`src/rtl/match_scoreboard.sv`:
```
// Multi-player BCD match scoreboard: IDLE/PLAY/FINISH control, win-score detection and tie resolution.
// Define MATCH_TIMER_EN to build the tick-driven match timer; otherwise time_left is constant 0.
module match_scoreboard #(
   parameter int NUM_PLAYERS = 2,
   parameter int DIGITS      = 2,
   parameter int WIN_SCORE   = 10,
   parameter int TIME_LIMIT  = 90
) (
   input  logic                            clk,
   input  logic                            rst,
   input  logic                            start,
   input  logic [NUM_PLAYERS-1:0]          goal,
   input  logic                            tick,
   output logic [NUM_PLAYERS*DIGITS*4-1:0] score_bcd,
   output logic [1:0]                      state,
   output logic [NUM_PLAYERS-1:0]          winner,
   output logic                            tie,
   output logic [7:0]                      time_left
);
   localparam int SW = DIGITS * 4;
   localparam logic [1:0] S_IDLE   = 2'b00;
   localparam logic [1:0] S_PLAY   = 2'b01;
   localparam logic [1:0] S_FINISH = 2'b10;

   function automatic logic [SW-1:0] to_bcd(input int value);
      logic [SW-1:0] r;
      int v;
      r = '0;
      v = value;
      for (int d = 0; d < DIGITS; d++) begin
         r[d*4 +: 4] = 4'(v % 10);
         v = v / 10;
      end
      return r;
   endfunction

   function automatic logic [SW-1:0] bcd_inc(input logic [SW-1:0] v);
      logic [SW-1:0] r;
      logic carry;
      r = v;
      carry = 1'b1;
      for (int d = 0; d < DIGITS; d++) begin
         if (carry) begin
            if (v[d*4 +: 4] == 4'd9) begin
               r[d*4 +: 4] = 4'd0;
            end else begin
               r[d*4 +: 4] = v[d*4 +: 4] + 4'd1;
               carry = 1'b0;
            end
         end
      end
      return r;
   endfunction

   // Packed BCD orders the same as its decimal value, so plain unsigned compares work.
   localparam logic [SW-1:0] WIN_BCD = to_bcd(WIN_SCORE);
   localparam logic [SW-1:0] MAX_BCD = to_bcd(10**DIGITS - 1);

   logic [1:0]             state_reg, state_next;
   logic [SW-1:0]          score_reg  [NUM_PLAYERS];
   logic [SW-1:0]          score_next [NUM_PLAYERS];
   logic [SW-1:0]          max_score;
   logic [NUM_PLAYERS-1:0] at_max, reached;
   logic [NUM_PLAYERS-1:0] winner_reg, winner_next;
   logic                   tie_reg, tie_next;
   logic                   play, clear, win_hit, expire, decide;

   assign play    = (state_reg == S_PLAY);
   assign clear   = start && (state_reg != S_PLAY);
   assign win_hit = play && (|reached);
   assign decide  = win_hit || expire;

`ifdef MATCH_TIMER_EN
   logic [7:0] time_left_reg, time_left_next;

   always_comb begin
      time_left_next = time_left_reg;
      if (clear)
         time_left_next = 8'(TIME_LIMIT);
      else if (play && tick && time_left_reg != 8'd0)
         time_left_next = time_left_reg - 8'd1;
   end

   assign expire = play && tick && (time_left_reg == 8'd1);

   always_ff @(posedge clk or posedge rst) begin
      if (rst)
         time_left_reg <= 8'(TIME_LIMIT);
      else
         time_left_reg <= time_left_next;
   end

   assign time_left = time_left_reg;
`else
   logic unused_tick;
   localparam int unused_time_limit = TIME_LIMIT;
   assign unused_tick = tick;
   assign expire      = 1'b0;
   assign time_left   = 8'd0;
`endif

   always_comb begin
      for (int i = 0; i < NUM_PLAYERS; i++) begin
         score_next[i] = score_reg[i];
         if (clear)
            score_next[i] = '0;
         else if (play && goal[i] && score_reg[i] != MAX_BCD)
            score_next[i] = bcd_inc(score_reg[i]);
      end
   end

   always_comb begin
      max_score = '0;
      for (int i = 0; i < NUM_PLAYERS; i++)
         if (score_next[i] > max_score)
            max_score = score_next[i];
   end

   genvar gi;
   generate
      for (gi = 0; gi < NUM_PLAYERS; gi++) begin : g_player
         assign at_max[gi]              = (score_next[gi] == max_score);
         assign reached[gi]             = (score_next[gi] >= WIN_BCD);
         assign score_bcd[gi*SW +: SW]  = score_reg[gi];
      end
   endgenerate

   // When a win fires the maximum is itself >= WIN_SCORE, so at_max is exactly the winning set.
   always_comb begin
      winner_next = winner_reg;
      tie_next    = tie_reg;
      if (clear) begin
         winner_next = '0;
         tie_next    = 1'b0;
      end else if (decide) begin
         winner_next = at_max;
         tie_next    = |(at_max & (at_max - 1'b1));
      end
   end

   always_ff @(posedge clk or posedge rst) begin
      if (rst) begin
         for (int i = 0; i < NUM_PLAYERS; i++)
            score_reg[i] <= '0;
         winner_reg <= '0;
         tie_reg    <= 1'b0;
      end else begin
         for (int i = 0; i < NUM_PLAYERS; i++)
            score_reg[i] <= score_next[i];
         winner_reg <= winner_next;
         tie_reg    <= tie_next;
      end
   end

   always_ff @(posedge clk or posedge rst) begin
      if (rst)
         state_reg <= S_IDLE;
      else
         state_reg <= state_next;
   end

   always_comb begin
      state_next = state_reg;
      case (state_reg)
         S_IDLE:   if (start)  state_next = S_PLAY;
         S_PLAY:   if (decide) state_next = S_FINISH;
         S_FINISH: if (start)  state_next = S_PLAY;
         default:              state_next = S_IDLE;
      endcase
   end

   always_comb begin
      state  = state_reg;
      winner = winner_reg;
      tie    = tie_reg;
   end
endmodule

```
`config.mk`:
```
export PLATFORM = sky130hd
export DESIGN_NAME = match_scoreboard
export DESIGN_NICKNAME = d
export VERILOG_FILES = /design/src/rtl/match_scoreboard.sv
export SDC_FILE = /design/constraint.sdc
export NUM_CORES = 1
export LEC_CHECK = 0
export CORE_AREA = 3 3 65 61
export DETAILED_ROUTE_END_ITERATION = 12
export DIE_AREA = 0 0 68 64
export PLACE_DENSITY = 0.81
export SLEW_MARGIN = 20
export SYNTH_ARGS = -nofsm -noshare
export SYNTH_HDL_FRONTEND = slang
export SYNTH_SLANG_ARGS = --single-unit
```
`constraint.sdc`:
```
create_clock -name clk -period 3.85 [get_ports clk]
set_clock_uncertainty 0.1 [all_clocks]
set_input_delay 0.5775 -clock clk [delete_from_list [all_inputs] [get_ports clk]]
set_output_delay 0.5775 -clock clk [all_outputs]
set_load 0.01 [all_outputs]
```
==> results.md, run 1 <==
* Crit-path cells: clkdlybuf4s50_1, nand4b_1, nor3_1, a21oi_1, or2_2, ha_1, nor2b_1, o21ai_0, nand2b_1, a21oi_1, o21ai_0, a21bo_1, nand3_1
* H-tree Lvls at 1
* YS warnings at 0
* RD Place Congestion at 0.816
* CTS Buf Count at 3
* CP Launch Type: primary input
* Max Buffers Root-to-Sink at 2
* Fin cells at 252
* Die Y at 64 um
* Share of cells above drive strength 1 at 0.168
* Clock Sinks at 21
* Power Density at 620 nW/um2
* Initial antenna violation count at 0
* CP max stage cell: clkdlybuf4s50_1
* Max FFs per register at 16
* Status: complete, no violations
* Clock slew at reported path FFs at 0.08 ns
* First-pass GRT wire length at 6550 um
* Slew @ Worst Pin at 0.854 ns
* Fin crit share at 0.805
* Netlist cell types at 62
* Fmax achieved at 323 MHz
* Via/cell ratio at 5.65
* Count of final setup violators at 0
* CTS tree: built
* Critical Path AT at 3.20 ns
* CP top delay family: simple AND/OR/NAND/NOR gates
* CP Capture Type: flop
* Drt pass-1 iters at 4
* Max Cap Viol at 0
* CTS root buf: clkbuf_8
* Final Critical Period at 3.10 ns
* Congestion Overflow GR at 0
* Final hold vios at 0
* Seq/Total Area, Yosys at 0.294
* Worst min path class: flop to flop
* Antenna Cells at 0
* CP peak stage delay at 0.55 ns
* Peak VDD IR at 395 uV
* Hold_buf cts at 0
* Crit path max fanout at 5
* Rows at 20
* I/O Buffers at 25
* DR WL/cell at 15.6 um
* Area Growth Syn to Fin at 17.0%
* Post-cts resize count at 0
* EDFF count, synth at 0
* Post-synthesis instance total at 181
* Critical Path RT at 3.95 ns
* DRT iter0 DRCs at 64
* FFs w/ async S/R, synth at 1.00
* Tot Pwr at 0.00129 W
* Hold_ws at 0.408 ns
* Post-CTS Setup Inserts at 0
* Dpl cells at 248
* Synth Flop Type: dfrtp_1
* All-Layer GR Usage at 0.195
* Post-Route WL at 3930 um
* RSZ-0062 raised after global routing: no
* Vias in the first global route at 1,384
* DR vias at 1,423
* Worst slew margin at 0.430
* ANT nets after route at 0
* Synthesized area at 1790 um2
* Fin. max-slew vios at 0
* WS Path Type: primary input to flop
* Post-DP HPWL at 3030 um
* Seq cells post-synth at 21
* Initial Util at 0.532
* Die Area at 4350 um2
* Skew-Pair Late Insertion Delay at 0.27 ns
* Synth Area per Inst at 9.86 um2
* CP bufs+invs at 1
* Post-route DRC at 0
* Core Area at 3350 um2
* DIE WIDTH at 68 um
* Pin count of the biggest net entering global routing at 22
* I/O pins at 35
* TNS Setup at 0 ns
* Net count, final at 227
* Leakage power at 0.951 nW
## per-layer routing
metal	GRT usage	vias to the layer above	share of wire
li1	-	700	-
met5	0	-	0
met1	0.268	681	0.46
met2	0.319	40	0.49
met3	0.0404	2	0.044
met4	0.0298	0	0.0038
## cells in the final DEF (no fill, tap or decap), types with 2 or more instances in the layout
cell type and count:
nor3_1 5, a21oi_1 10, dfrtp_1 21, ha_1 12, nand2_1 6, or2_2 5
nor3_2 2, mux2i_1 2, a21o_1 4, inv_1 14, buf_4 2, clkbuf_8 3
nand3_1 9, xor2_1 4, nand4b_1 2, a31oi_1 2, nand2b_1 3, nor2_1 11
o21ai_0 6, nand3b_1 2, o21ai_1 2, conb_1 8, xnor2_1 5, nand4_1 5
clkdlybuf4s50_1 25
## worst min-delay path, delay by kind of cell, from the launching register on
kind	cells	cell delay [ns]
flip-flops	1	0.35
AND/OR/NAND/NOR	2	0.13
## area by class of cell
type	instances	area [um2]
multi-input cells	142	1150
fillers	295	1260
flip-flops and latches	21	526
repair buffers	27	265
clock buffers	4	45.0
inverters	14	52.6
well taps	44	55.1
## per-stage QoR
| stage | setup slack, ns | instance area, um2 | utilization |
|---|---|---|---|
| 2_1_floorplan | 1.20 | 1810 | - |
| 3_3_place_gp | 0.536 | 2040 | 0.610 |
| 3_5_place_dp | 0.515 | 2040 | 0.610 |
| 4_1_cts | 0.771 | 2090 | 0.623 |
| 5_1_grt | 0.610 | 2090 | 0.623 |
| 6_report | 0.752 | 2090 | 0.623 |
## power breakdown
group,internal (W),switching [W],total (W)
clock,0.0000739,0.0000783,0.000152
sequential,0.000273,0.000105,0.000378
combinational,0.000379,0.000386,0.000765
total,0.000725,0.000569,0.00129
## synth_stat cells (3+ instances only)
cell,instances,area (um2)
nand2b_1,3,18.8
nand2_1,6,22.5
inv_1,14,52.6
o21ai_0,6,30.0
dfrtp_1,21,526
ha_1,12,150
xor2_1,4,35.0
a21o_1,4,30.0
buf_4,8,60.1
nor3_1,5,25.0
a21oi_1,10,50.1
or2_2,5,31.3
nand3_1,9,45.0
xnor2_1,5,43.8
nor2_1,11,41.3
nand4_1,5,31.3
## final timing paths
check | startpoint | endpoint | slack, ns | depth (start not counted)
worst max register to register | state[0] | winner[0] | 0.86 | 12
min in group asynchronous | rst | score_bcd[5] | 0.68 | 2
max in group asynchronous | rst | score_bcd[9] | 2.44 | 2
worst min-delay path | winner[0] | winner[0] | 0.41 | 2
worst min register to register | winner[0] | winner[0] | 0.41 | 2
worst max-delay path | goal[0] | winner[0] | 0.75 | 13
## cells by family (layout without fill, tap and decap cells)
group | after synthesis | after routing | share of synthesized area
flip-flops | 21 | 21 | 0.294
AO/OA/AOI/OAI | 40 | 40 | 0.182
adder cells (fa/ha/maj) | 12 | 12 | 0.0841
buffers and inverters | 25 | 45 | 0.0785
XOR/XNOR | 9 | 9 | 0.0441
other | 1 | 8 | 0.00210
multiplexers | 3 | 3 | 0.0238
AND/OR/NAND/NOR | 70 | 70 | 0.292
Note: power is estimated with default switching activity, not from simulation.
==> run 2, diff against run 1 <==
--- a/config.mk
+++ b/config.mk
@@ -5,10 +5,10 @@
 export SDC_FILE = /design/constraint.sdc
 export NUM_CORES = 1
 export LEC_CHECK = 0
-export CORE_AREA = 3 3 65 61
+export CORE_AREA = 3 3 66 62
 export DETAILED_ROUTE_END_ITERATION = 12
-export DIE_AREA = 0 0 68 64
-export PLACE_DENSITY = 0.81
+export DIE_AREA = 0 0 69 65
+export PLACE_DENSITY = 0.78
 export SLEW_MARGIN = 20
 export SYNTH_ARGS = -nofsm -noshare
 export SYNTH_HDL_FRONTEND = slang
==> constraint.sdc (replaced) <==
create_clock -name clk -period 3.2 [get_ports clk]
set_clock_uncertainty 0.1 [all_clocks]
set_input_delay 0.48 -clock clk [delete_from_list [all_inputs] [get_ports clk]]
set_output_delay 0.48 -clock clk [all_outputs]
set_load 0.01 [all_outputs]
==> run 2 against run 1 <==
Compared with the run above:
- first-iteration DRC count rose by 6.3%
- global-route usage down 1.4 points
- critical endpoint unchanged
- non-clock buffer count rose by 4
- power increased by 24%
==> results.md, run 2 (synthesis gave the netlist of run 1 again) <==
* Crit path max fanout at 7
* Die Area at 4490 um2
* Reg2reg path depth at 11
* Post-CTS Setup Inserts at 0
* ANT nets after route at 0
* Final setup margin at 0.326 ns
* Final instance area at 2130 um2
* CTS tree: built
* Skew-Pair Late Insertion Delay at 0.26 ns
* R2r setup slk at 0.33 ns
* Initial antenna violation count at 0
* H-tree Lvls at 1
* All-Layer GR Usage at 0.182
* CTS Buf Count at 3
* Area Growth Syn to Fin at 19.4%
* Final Critical Period at 2.87 ns
* Final hold vios at 0
* Crit-path cells: inv_1, ha_1, and3b_1, nand2_1, o31ai_2, ha_1, a21o_1, a21oi_1, o21ai_0, a21bo_1, nand3_1
* Fin. max-slew vios at 0
* Hold depth at 2
* Initial Util at 0.525
* Most used cell along the critical path: ha_1
* Post-Route WL at 3900 um
* Peak VDD IR at 434 uV
* Hold wc startpoint: winner[0]
* Pin count of the biggest net entering global routing at 22
* Leakage power at 0.971 nW
* Max Buffers Root-to-Sink at 2
* Hold Path End: winner[0]
* DRT iter0 DRCs at 68
* CP peak stage delay at 0.53 ns
* Drt pass-1 iters at 4
* Fmax achieved at 348 MHz
* Most frequent cells in the layout: clkdlybuf4s50_1 (25), dfrtp_1 (21), inv_1 (14)
* Post-route DRC at 0
* DR WL/cell at 15.2 um
* Critical Path AT at 2.97 ns
* CP max stage cell: o31ai_2
* Dpl cell area at 2090 um2
* Post-DP HPWL at 3050 um
* Fillers at 283
* Most common library cell in the layout ignoring fill and taps: clkdlybuf4s50_1
* Die Y at 65 um
* Power Density at 752 nW/um2
* I/O Buffers at 25
* Fin crit share at 0.898
* Max FFs per register at 16
* Antenna Cells at 0
* CP Launch Type: flop
* TNS Setup at 0 ns
* Worst slew margin at 0.429
* DIE WIDTH at 69 um
* Via/cell ratio at 5.68
* Clock slew at reported path FFs at 0.08 ns
* Worst min path class: flop to flop
* Core Area at 3400 um2
* RD Place Congestion at 0.802
* DR vias at 1,455
* Clock Sinks at 21
* RSZ-0062 raised after global routing: no
* Hold_buf cts at 0
* Status: complete, no violations
* I/O pins at 35
* Net count, final at 231
* Share of cells above drive strength 1 at 0.184
* RR Endpoint: winner[0]
* Hold_ws at 0.409 ns
* First-pass GRT wire length at 6590 um
* Count of final setup violators at 0
* CTS root buf: clkbuf_8
* Congestion Overflow GR at 0
* Max Cap Viol at 0
* Vias in the first global route at 1,401
* Critical Path RT at 3.30 ns
* Rows at 20
* Dpl ws at 0.0816 ns
* CP Capture Type: flop
* WS Path Type: flop to flop
* Reg2Reg Launch Point: score_bcd[9]
* Slew @ Worst Pin at 0.856 ns
==> run 2: timing repair <==
| action | 4_1_cts | 5_1_grt |
|---|---|---|
| gates resized for setup | 0 | 1 |
| hold endpoints to repair | 0 | 0 |
| endpoints found under the setup margin | 0 | 1 |
==> run 2: final cells by class <==
cell class / instances / area (um2) / share of cell area
Clock buffer: 4 / 45.0 / 0.0211
Inverter: 14 / 52.6 / 0.0246
Multi-Input combinational cell: 142 / 1150 / 0.538
Sequential cell: 21 / 526 / 0.246
Tap cell: 44 / 55.1 / 0.0258
Timing Repair Buffer: 31 / 308 / 0.144
==> run 2: per-stage QoR <==
step | cells | total power [W] | util
detailed placement | 252 | 0.00142 | 0.613
global placement | 252 | 0.00138 | 0.613
global route | 256 | 0.00174 | 0.626
CTS | 256 | 0.00161 | 0.626
finish | 256 | 0.00160 | 0.626
floorplan | 188 | 0.00111 | -
==> run 2: per-layer routing <==
layer	GRT usage	up-vias	share of wire
li1	-	710	-
met1	0.226	706	0.43
met3	0.0419	2	0.060
met5	0	-	0
met2	0.330	37	0.50
met4	0.0220	0	0.0031
==> run 2: power breakdown <==
part / internal (W) / switching [W]
clock network: 0.0000888 / 0.0000915
logic: 0.000491 / 0.000491
registers: 0.000328 / 0.000113
==> run 2: worst max-delay path by stage <==
stage | start | endpoint | slack [ns] | cells after the start
2_1_floorplan | score_bcd[8] | winner[0] | 0.55 | 12
4_1_cts | score_bcd[9] | winner[0] | 0.31 | 14
3_5_place_dp | goal[1] | winner[0] | 0.08 | 13
5_1_grt | score_bcd[9] | winner[0] | 0.09 | 14
3_3_place_gp | goal[1] | winner[0] | 0.13 | 13
6_report | score_bcd[9] | winner[0] | 0.33 | 11
==> run 2: worst max-delay path, delay by kind of cell (launching register included) <==
| kind | cells | cell delay [ns] |
|---|---|---|
| adders and majority gates | 2 | 0.53 |
| and+or+nand+nor | 3 | 0.49 |
| AOI/OAI and AO/OA | 5 | 1.16 |
| DFF | 1 | 0.44 |
| buffers and inverters | 1 | 0.09 |
==> run 3, diff against run 2 <==
--- a/config.mk
+++ b/config.mk
@@ -6,6 +6,7 @@
 export NUM_CORES = 1
 export LEC_CHECK = 0
 export CORE_AREA = 3 3 66 62
+export CTS_BUF_LIST = sky130_fd_sc_hd__clkbuf_16
 export DETAILED_ROUTE_END_ITERATION = 12
 export DIE_AREA = 0 0 69 65
 export PLACE_DENSITY = 0.78
==> run 3 against run 2 <==
Compared with the run above:
- utilization grew 0.99 points
- wire length grew 0.95%
- sequential power hardly changed
- sequential cell count unchanged
- register-to-register slack about the same
- via count grew 2.0%
- sequential share of layout area down 0.38 points
- clock power rose by 51%
- fmax down 0.19%
- non-clock buffer count is the same
- worst setup slack got worse by 0.0053 ns
- critical path type unchanged
- critical endpoint unchanged
- highest routed layer unchanged
==> results.md, run 3 (synthesis gave the netlist of run 1 again) <==
* Status: complete, no violations
* Hold_buf cts at 0
* Fin crit share at 0.900
* Peak VDD IR at 460 uV
* CP Capture Type: flop
* Fin. max-slew vios at 0
* I/O Buffers at 25
* I/O pins at 35
* CTS Buf Count at 3
* Critical Path RT at 3.29 ns
* CP bufs+invs at 1
* Clock Sinks at 21
* First-pass GRT wire length at 6600 um
* CTS root buf: clkbuf_16
* TNS Setup at 0 ns
* Share of cells above drive strength 1 at 0.184
* R2r setup slk at 0.32 ns
* Final Critical Period at 2.88 ns
* Fmax achieved at 347 MHz
* Max Buffers Root-to-Sink at 2
* Initial antenna violation count at 0
* Rows at 20
* DR WL/cell at 15.4 um
* CP peak stage delay at 0.54 ns
* H-tree Lvls at 1
* Vias in the first global route at 1,398
* Drt pass-1 iters at 4
* Crit-path cells: inv_1, ha_1, and3b_1, nand2_1, o31ai_2, ha_1, a21o_1, a21oi_1, o21ai_0, a21bo_1, nand3_1
* Die Area at 4490 um2
* Net count, final at 231
* Post-Route WL at 3930 um
* CTS tree: built
* Post-CTS Setup Inserts at 0
* Worst setup path end: winner[0]
* Worst slew margin at 0.424
* All-Layer GR Usage at 0.183
* RD Place Congestion at 0.802
* Hold wc startpoint: winner[0]
* Dpl ws at 0.0816 ns
* Max FFs per register at 16
* Antenna Cells at 0
* Slew @ Worst Pin at 0.863 ns
* Crit path max fanout at 7
* CP top delay family: compound AO/OA/AOI/OAI gates
* Skew-Pair Late Insertion Delay at 0.26 ns
* Hold_ws at 0.404 ns
* DRT iter0 DRCs at 68
* Fillers at 281
* Critical Path AT at 2.97 ns
* WS Path Type: flop to flop
* Count of final setup violators at 0
* Reg2reg path depth at 11
* Pin count of the biggest net entering global routing at 22
* Post-DP HPWL at 3050 um
* Final hold vios at 0
* DR vias at 1,484
* Final setup margin at 0.321 ns
* Power Density at 783 nW/um2
* Area Growth Syn to Fin at 21.3%
* Final instance area at 2170 um2
* Reg2Reg Launch Point: score_bcd[9]
* ANT nets after route at 0
* Post-cts resize count at 0
* CP max stage cell: o31ai_2
* CP Launch Type: flop
* RR Endpoint: winner[0]
* Via/cell ratio at 5.80
* Congestion Overflow GR at 0
* Max Cap Viol at 0
* Core Area at 3400 um2
* DIE WIDTH at 69 um
* Post-route DRC at 0
* First element of the critical path: score_bcd[9]
* Leakage power at 0.991 nW
* Worst min path class: flop to flop
* Most common library cell in the layout ignoring fill and taps: clkdlybuf4s50_1
* Initial Util at 0.525
* WP depth at 11
* RSZ-0062 raised after global routing: no
* Most used cell along the critical path: ha_1
* Dpl cell area at 2090 um2
* Clock slew at reported path FFs at 0.06 ns
* Die Y at 65 um
* Most frequent cells in the layout: clkdlybuf4s50_1 (25), dfrtp_1 (21), inv_1 (15)
[run 3: through the flow]
stage               cells  utilization  power [W]
finish                256        0.636    0.00170
global placement      252        0.613    0.00138
detailed placement    252        0.613    0.00142
floorplan             188            -    0.00111
global route          256        0.636    0.00183
CTS                   256        0.636    0.00170
[run 3: area by class of cell]
| class | count | area (um2) | share of cell area |
|---|---|---|---|
| clock buffer | 3 | 75.1 | 0.0347 |
| clock inverter | 1 | 3.75 | 0.00173 |
| inverter | 14 | 52.6 | 0.0243 |
| sequential | 21 | 526 | 0.243 |
| timing repair buffer | 31 | 308 | 0.142 |
| tap | 44 | 55.1 | 0.0254 |
| multi-input combinational | 142 | 1150 | 0.529 |
[run 3: worst min path at each step]
stage	endpoint	slack, ns	depth (start not counted)
4_1_cts	winner[0]	0.41	2
3_3_place_gp	winner[0]	0.39	2
5_1_grt	winner[0]	0.44	2
6_report	winner[0]	0.40	2
2_1_floorplan	score_bcd[0]	0.36	1
3_5_place_dp	winner[0]	0.39	2
[run 3: layer usage]
layer	part of all wire	track usage	routed length (um)	vias to the layer above
li1	-	-	-	713
met1	0.45	0.225	1760	736
met2	0.50	0.332	1960	33
met3	0.052	0.0465	203	2
met4	0.0031	0.0220	12	0
met5	0	0	0	-
[run 3: worst min-delay path: stages (launching register included)]
cell and delay [ns]:
dfrtp_1 0.34, nand2b_1 0.06, nand3_1 0.07
[run 3: where the power goes]
| part | leakage [nW] | internal [W] | switching (W) |
|---|---|---|---|
| Sequential | 0.281 | 0.000329 | 0.000113 |
| Clock | 0.0423 | 0.000167 | 0.000105 |
| Combinational | 0.667 | 0.000490 | 0.000492 |
| Total | 0.991 | 0.000986 | 0.000710 |
